File: config.mk
export PLATFORM = sky130hd
export DESIGN_NAME = cpu_td_n
export DESIGN_NICKNAME = d
export VERILOG_FILES = /design/src/rtl/cpu_td_n.sv
export SDC_FILE = /design/constraint.sdc
export NUM_CORES = 1
export LEC_CHECK = 0
export ABC_AREA = 1
export BUFFER_PORTS_ARGS = -buffer_cell sky130_fd_sc_hd__buf_2
export CAP_MARGIN = 20
export CORE_MARGIN = 4
export CORE_UTILIZATION = 50
export CTS_CLUSTER_DIAMETER = 150
export CTS_CLUSTER_SIZE = 12
export DETAILED_ROUTE_END_ITERATION = 10
export PLACE_DENSITY = 0.73
export SETUP_SLACK_MARGIN = 0.05
export SYNTH_ARGS = -nofsm -noshare
export SYNTH_HDL_FRONTEND = slang
export SYNTH_SLANG_ARGS = --single-unit
File: constraint.sdc
create_clock -name clk -period 4 [get_ports clk]
set_input_delay 0.4 -clock clk [delete_from_list [all_inputs] [get_ports clk]]
set_output_delay 0.4 -clock clk [all_outputs]
set_load 0.01 [all_outputs]
File: src/rtl/cpu_td_n.sv
// N-bit accumulator CPU with the TD4-style instruction set.
// One instruction executes per enabled clock; the instruction ROM is external and combinational.
module cpu_td_n #(
  parameter int DATA_W = 4,
  parameter int ADDR_W = 4
) (
  input  logic              clk,
  input  logic              n_rst,
  input  logic              en,
  output logic [ADDR_W-1:0] addr,
  input  logic [DATA_W+3:0] data,
  input  logic [DATA_W-1:0] in_port,
  output logic [DATA_W-1:0] led,
  output logic              c_flag
);

  localparam int TGT_W = (DATA_W > ADDR_W) ? DATA_W : ADDR_W;

  logic [ADDR_W-1:0] r_pc;
  logic [DATA_W-1:0] r_a;
  logic [DATA_W-1:0] r_b;
  logic [DATA_W-1:0] r_led;
  logic              r_c;

  logic [3:0]        w_opcode;
  logic [DATA_W-1:0] w_imm;
  logic [TGT_W-1:0]  w_imm_ext;
  logic [ADDR_W-1:0] w_target;
  logic [ADDR_W-1:0] w_pc_inc;
  logic [DATA_W:0]   w_sum_a;
  logic [DATA_W:0]   w_sum_b;

  logic [ADDR_W-1:0] w_pc_nxt;
  logic [DATA_W-1:0] w_a_nxt;
  logic [DATA_W-1:0] w_b_nxt;
  logic [DATA_W-1:0] w_led_nxt;
  logic              w_c_nxt;

  assign w_opcode  = data[DATA_W+3:DATA_W];
  assign w_imm     = data[DATA_W-1:0];
  // Widen first so the jump target zero-extends or truncates as the widths dictate.
  assign w_imm_ext = TGT_W'(w_imm);
  assign w_target  = w_imm_ext[ADDR_W-1:0];
  assign w_pc_inc  = r_pc + {{(ADDR_W-1){1'b0}}, 1'b1};
  assign w_sum_a   = {1'b0, r_a} + {1'b0, w_imm};
  assign w_sum_b   = {1'b0, r_b} + {1'b0, w_imm};

  // Decode the current instruction into next-state values for every register.
  always_comb begin
    w_pc_nxt  = w_pc_inc;
    w_a_nxt   = r_a;
    w_b_nxt   = r_b;
    w_led_nxt = r_led;
    w_c_nxt   = 1'b0;
    case (w_opcode)
      4'b0000: begin
        w_a_nxt = w_sum_a[DATA_W-1:0];
        w_c_nxt = w_sum_a[DATA_W];
      end
      4'b0101: begin
        w_b_nxt = w_sum_b[DATA_W-1:0];
        w_c_nxt = w_sum_b[DATA_W];
      end
      4'b0001: w_a_nxt   = r_b;
      4'b0100: w_b_nxt   = r_a;
      4'b0011: w_a_nxt   = w_imm;
      4'b0111: w_b_nxt   = w_imm;
      4'b0010: w_a_nxt   = in_port;
      4'b0110: w_b_nxt   = in_port;
      4'b1001: w_led_nxt = r_b;
      4'b1011: w_led_nxt = w_imm;
      4'b1111: w_pc_nxt  = w_target;
      4'b1110: begin
        if (r_c == 1'b0) begin
          w_pc_nxt = w_target;
        end else begin
          w_pc_nxt = w_pc_inc;
        end
      end
      default: w_pc_nxt = w_pc_inc;
    endcase
  end

  // Architectural state: reset wins over enable; a disabled clock holds everything.
  always_ff @(posedge clk) begin
    if (!n_rst) begin
      r_pc  <= {ADDR_W{1'b0}};
      r_a   <= {DATA_W{1'b0}};
      r_b   <= {DATA_W{1'b0}};
      r_led <= {DATA_W{1'b0}};
      r_c   <= 1'b0;
    end else if (en) begin
      r_pc  <= w_pc_nxt;
      r_a   <= w_a_nxt;
      r_b   <= w_b_nxt;
      r_led <= w_led_nxt;
      r_c   <= w_c_nxt;
    end else begin
      r_pc  <= r_pc;
      r_a   <= r_a;
      r_b   <= r_b;
      r_led <= r_led;
      r_c   <= r_c;
    end
  end

  assign addr   = r_pc;
  assign led    = r_led;
  assign c_flag = r_c;

endmodule

==> key figures, run 1 <==
Flow run
  – Maxcap violations: 0

Route
  – DR pass1 iterations: 4
  – Routed WL: 3550 um
  – Antenna-violating nets left: 0
  – Routed vias/inst: 5.51
  – Routed via count: ~1500
  – Drt drc: 0
  – Routed len/inst: 13.2 um
  – First DRT Iteration DRCs: 69

Yosys
  – Number of synthesized flops with an enable pin: 0
  – Synth Net Count: 240
  – Seq/Total Area, Yosys: around a quarter
  – Synth Flop Type: dfxtp_1
  – Library cells used by synthesis: 23
  – Commonest cells post-synth: 55 x nand2_1, 27 x inv_1, 27 x nor2_1
  – Ys async rst share: 0%
  – Synth Instances: 214
  – Synthesized flop and latch total: 17
  – Cell area after synthesis: 1350 um^2
  – Ys Warns: 0
  – Yosys top cell area share: roughly 25%
  – Synth top area cells: dfxtp_1 25%, nand2_1 15%, nand3_1 8.6%
  – Synth Area per Inst: between 6 and 7 um^2
  – Most frequent cell after synthesis: nand2_1
  – Leading area contributor after synthesis: dfxtp_1

Layout
  – Share of layout cells above drive strength 1: 14.6%
  – Final Non-Filler Cells: 269
  – Syn-to-layout area delta: 12.7%
  – Number of nets at the end of the flow: 266
  – Number of antenna diodes: 0
  – Final instance area: 1520 um^2

Global routing
  – Largest net degree at the start of global routing: 10
  – Antenna violations before repair: 0
  – All-Layer GR Usage: a little under a quarter
  – Vias in the first global route: 1366
  – First-pass GRT wire length: 6140 um
  – Remaining Overflow, GRT: 0

Clock network
  – CTS Root Cell: clkbuf_4
  – Setup Buffers After CTS: 0
  – Clock transition at path regs: 0.11 ns
  – Max Root-Sink Buffers: 2
  – Worst skew pair latency: approximately 0.30 ns
  – H-tree level count: 1
  – Clock sinks: 17
  – Num CTS Buffers: 3
  – CTS-repair resized insts: 0
  – Hold buffer count at CTS: 0
  – TritonCTS clock tree: done

STA
  – Fmax: 646 MHz
  – Worst Skew: around 0.015 ns
  – Hold Violations, Final: 0
  – Pins Over Slew Limit: 0
  – RSZ-0062 raised after global routing: no
  – Max transition margin: 79.7%
  – Final WS setup: 2.45 ns
  – Post-layout min period: 1.55 ns
  – Setup_tns: 0 ns
  – Final setup viols: 0
  – Final Cycle Share: 38.7%
  – Slew @ Worst Pin: between 0.3 and 0.4 ns

Floorplanning
  – Die height: approximately 60 um
  – Core Region: 2520 um^2
  – # rows: 18
  – Die area: 3580 um^2
  – Top Ports: 24
  – Starting Density: 53.3%
  – Die Width: approximately 60 um

Critical path
  – Worst reg2reg path startpoint: r_a[0]
  – Crit path arrival time: 1.79 ns
  – R2r endpoint: c_flag
  – Startpoint types: register
  – CP Data Required Time: 4.24 ns
  – Nature of the critical path endpoint: register
  – Kind of critical path: reg2reg
  – Flop2flop setup slack: between 2 and 2.5 ns
  – R2r worst-path depth: 8
  – Crit path max fanout: 3

Placement
  – Routability congestion estimate: 0.955
  – Area after DPL: 1490 um^2
  – Hpwl dp: approximately 2900 um
  – Placed Instances: around 270
  – IO buf count: 23
  – Pre-CTS worst setup slack: ~2.3 ns

Worst hold path
  – Hold Path Origin: en
  – Hold depth: 2
  – Worst min-delay path endpoint: addr[3]
  – Hold Path Class: in2reg

Power and ir drop
  – Power Density: 248 nW/um^2
  – Leak Pwr: between 0.7 and 0.8 nW
  – Total power: about 0.38 mW
  – VDD IR max: slightly below 0.3 mV

Run status
  – Status: finished, final reports clean
cells by family (layout without fill, tap and decap cells):
logic type / after synthesis / after routing / share of synthesized area [%]
adders and majority gates: 11 / 11 / 11.3
and+or+nand+nor: 112 / 112 / 36.0
AOI/OAI and AO/OA: 37 / 37 / 15.4
buffers and inverters: 33 / 58 / 9.30
xor gates and xnor gates: 4 / 4 / 2.61
DFF: 17 / 17 / 25.3
placed cells by master (no fill, tap or decap), drive strengths merged:
| cell | n |
|---|---|
| nand2 | 55 |
| inv | 30 |
| nor2 | 30 |
| nand3 | 25 |
| buf | 23 |
| a21oi | 21 |
| dfxtp | 17 |
| ha | 9 |
| o21ai | 8 |
| o211ai | 7 |
| clkbuf | 4 |
| xnor2 | 3 |
| nand4 | 2 |
| fa | 2 |
| clkinv | 1 |
| a31oi | 1 |
| xor2 | 1 |
per-stage QoR:
step           util, %  hold slack [ns]
2_1_floorplan        -            0.462
3_3_place_gp      59.0            0.478
3_5_place_dp      59.0            0.485
4_1_cts           60.1            0.399
5_1_grt           60.1            0.417
6_report          60.1            0.401
layout make-up:
| type | instances | area (um^2) |
|---|---|---|
| clock buffers | 4 | 26.3 |
| fillers | 261 | 1010 |
| inverters | 31 | 116 |
| multi-input cells | 164 | 880 |
| flip-flops and latches | 17 | 340 |
| well taps | 30 | 37.5 |
| repair buffers | 23 | 115 |
power breakdown:
part | switching [mW] | internal, mW
combinational | 0.0614 | 0.0359
clock | 0.0540 | 0.0388
sequential | 0.00871 | 0.177
total | 0.124 | 0.252
state kept, by name, summed over array words and instances, names as in the netlist:
name	flops
addr	4
c_flag	1
led	4
r_a	4
r_b	4
worst max-delay path: stages (launching register included):
cell and delay, ns:
dfxtp_1 0.39, ha_1 0.18, inv_1 0.05, fa_1 0.39, o21ai_0 0.18, nand3_1 0.10
nand3_1 0.10, nand2_1 0.05, inv_1 0.04
how the worst max path moves through the flow:
stage	from	endpoint	slack (ns)	cells past startpoint
3_5_place_dp	data[0]	r_b[2]	2.29	7
6_report	r_a[0]	c_flag	2.45	8
4_1_cts	r_a[0]	r_a[2]	2.48	8
5_1_grt	r_a[0]	c_flag	2.29	8
3_3_place_gp	data[0]	r_b[2]	2.30	7
2_1_floorplan	data[0]	c_flag	2.52	8
layer usage:
metal | vias to the layer above | wire [um] | global-route usage [%]
li1 | 751 | - | -
met5 | - | 0 | 0
met4 | 0 | 74 | 7.91
met3 | 9 | 192 | 4.32
met2 | 43 | 1600 | 34.3
met1 | 678 | 1680 | 31.5
No activity file was read; power rests on OpenSTA's default activity.
==> inputs of run 2 (changes only) <==
Settings changed: PLACE_DENSITY 0.73 to 0.75.
Clock period 4 ns to 1.27 ns, I/O delays scaled along.
==> key figures, run 2 (synthesis results as in run 1) <==
Route
  – First DRT Iteration DRCs: 101
  – Drt drc: 0
  – Routed len/inst: roughly 13 um
  – DR pass1 iterations: 5
  – Routed WL: 3860 um
  – Antenna-violating nets left: 0
  – Routed vias/inst: 5.26
  – Routed via count: 1526

Flow run
  – Maxcap violations: 0

Global routing
  – Antenna violations before repair: 0
  – Vias in the first global route: about 1400
  – First-pass GRT wire length: 6140 um
  – All-Layer GR Usage: between 20% and 30%
  – Largest net degree at the start of global routing: 11
  – Remaining Overflow, GRT: 0

Layout
  – Commonest non-fill, non-tap cells in the layout: 55 x nand2_1, 27 x nor2_1, 26 x inv_1, 23 x nand3_1, 23 x buf_2
  – Most common cell after layout, fill and taps aside: nand2_1
  – Final instance area: 1730 um^2
  – Number of antenna diodes: 0
  – Number of nets at the end of the flow: 287
  – Share of layout cells above drive strength 1: between 20% and 30%
  – Post-Route Utilization: between 60 and 70%
  – Syn-to-layout area delta: 28.8%

Clock network
  – Clock transition at path regs: 0.12 ns
  – Worst skew pair latency: 0.30 ns
  – CTS Root Cell: clkbuf_4
  – Clock sinks: 17
  – Num CTS Buffers: 3
  – H-tree level count: 1
  – TritonCTS clock tree: done
  – Max Root-Sink Buffers: 2

Critical path
  – Crit path arrival time: ~1.6 ns
  – CP Data Required Time: 1.49 ns
  – Startpoint types: register
  – Buf+Inv Stages, Crit Path: 0
  – Slowest stage cell on the critical path: dfxtp_2
  – Crit path max fanout: 2
  – Kind of critical path: reg2reg
  – R2r worst-path depth: 6
  – Cell mode on critical path: a21oi_1
  – Worst-path cell chain: ha_4 -> fa_2 -> xnor2_1 -> a21oi_1 -> o21ai_1 -> a21oi_1
  – CP delay by family, top: adder cells
  – Slowest stage delay, CP: between 0.3 and 0.4 ns
  – Instance count on the critical path: 6
  – Nature of the critical path endpoint: register

Power and ir drop
  – Clk network pwr share: 24.2%
  – Sw Share: 33.9%
  – VDD IR max: 0.791 mV
  – Leak Pwr: 0.864 nW
  – Combinational cell fraction of total power: 29.7%
  – Sw power: 0.429 mW
  – Power Density: 731 nW/um^2
  – Pint: 0.837 mW
  – Sequential power share: 46.0%

STA
  – Hold Violations, Final: 0
  – Pins Over Slew Limit: 0
  – Post-layout min period: 1.40 ns
  – Slew @ Worst Pin: 0.392 ns
  – Fmax: 716 MHz
  – Worst Skew: ~0.010 ns
  – Final setup viols: 6
  – RSZ-0062 raised after global routing: yes
  – Final WS setup: -0.127 ns
  – Max transition margin: 73.7%
  – Final Cycle Share: 110%

Worst hold path
  – Hold Path Class: in2reg
  – Hold depth: 3

Run status
  – Failing checks: setup timing
  – Status: finished with violations

Placement
  – IO buf count: 23
  – Hpwl dp: 3040 um
  – Area after DPL: 1680 um^2
  – Routability congestion estimate: about 0.95

Floorplanning
  – Starting Density: between 50% and 60%
  – # rows: 18
  – Core Region: 2520 um^2
  – Top Ports: 24
  – Die Width: 59.9 um
  – Die height: 59.9 um
  – Die area: 3580 um^2
run 2: changes by cell type in the layout (fill, tap and decap cells not counted), moves of 2 or more:
cell     change
ha_4         +3
a21oi_2      +2
buf_4       +21
a21oi_1      -2
fa_1         -2
ha_1         -3
fa_2         +2
dfxtp_2      +4
dfxtp_1      -4
run 2: stage by stage:
step / hold WS [ns] / power, mW / cells / setup TNS, ns / setup WS [ns]
after CTS: 0.116 / 1.28 / 290 / -0.674 / -0.145
after global placement: 0.445 / 0.948 / 286 / -0.400 / -0.102
after global routing: 0.117 / 1.36 / 290 / -1.19 / -0.215
final: 0.130 / 1.27 / 290 / -0.633 / -0.127
after floorplan: 0.273 / 0.798 / 214 / -0.172 / -0.0727
after detailed placement: 0.449 / 0.952 / 286 / -0.529 / -0.129
run 2: tightest hold or removal path, stage by stage:
cell	delay, ns
buf_2	0.16
nand2_1	0.08
inv_1	0.03
run 2: area by class of cell:
class,instances,area (um^2)
multi-input combinational,164,933
fill,240,790
sequential,17,345
timing repair buffer,44,273
inverter,31,116
tap,30,37.5
clock buffer,3,22.5
clock inverter,1,5.00
run 2: routing by layer:
metal / vias to the layer above / GRT usage (%) / share of wire, % / routed length, um
met5: - / 0 / 0 / 0
met4: 0 / 6.65 / 0.85 / 33
met3: 4 / 2.81 / 6.2 / 241
met2: 50 / 37.3 / 45 / 1720
met1: 684 / 31.0 / 48 / 1860
li1: 788 / - / - / -
run 2: worst paths after layout:
kind,startpoint,slack [ns],to
worst max register to register,r_b[0],-0.13,r_b[2]
worst max-delay path,r_b[0],-0.13,r_b[2]
worst min-delay path,n_rst,0.13,c_flag
worst min register to register,led[0],0.51,led[0]
run 2: power groups by stage:
stage	Clock, mW	Combinational (mW)	Sequential, mW
floorplan	0	0.198	0.600
global placement	0	0.355	0.593
detailed placement	0	0.358	0.594
CTS	0.326	0.370	0.583
global route	0.352	0.421	0.586
finish	0.307	0.377	0.583
run 2: timing repair:
action / in CTS / in global routing
setup buffers: 0 / 0
endpoints found under the hold margin: 0 / 0
hold buffers: 0 / 0
resized for setup: 3 / 4
pin swaps: 2 / 2
setup endpoints to repair: 7 / 7
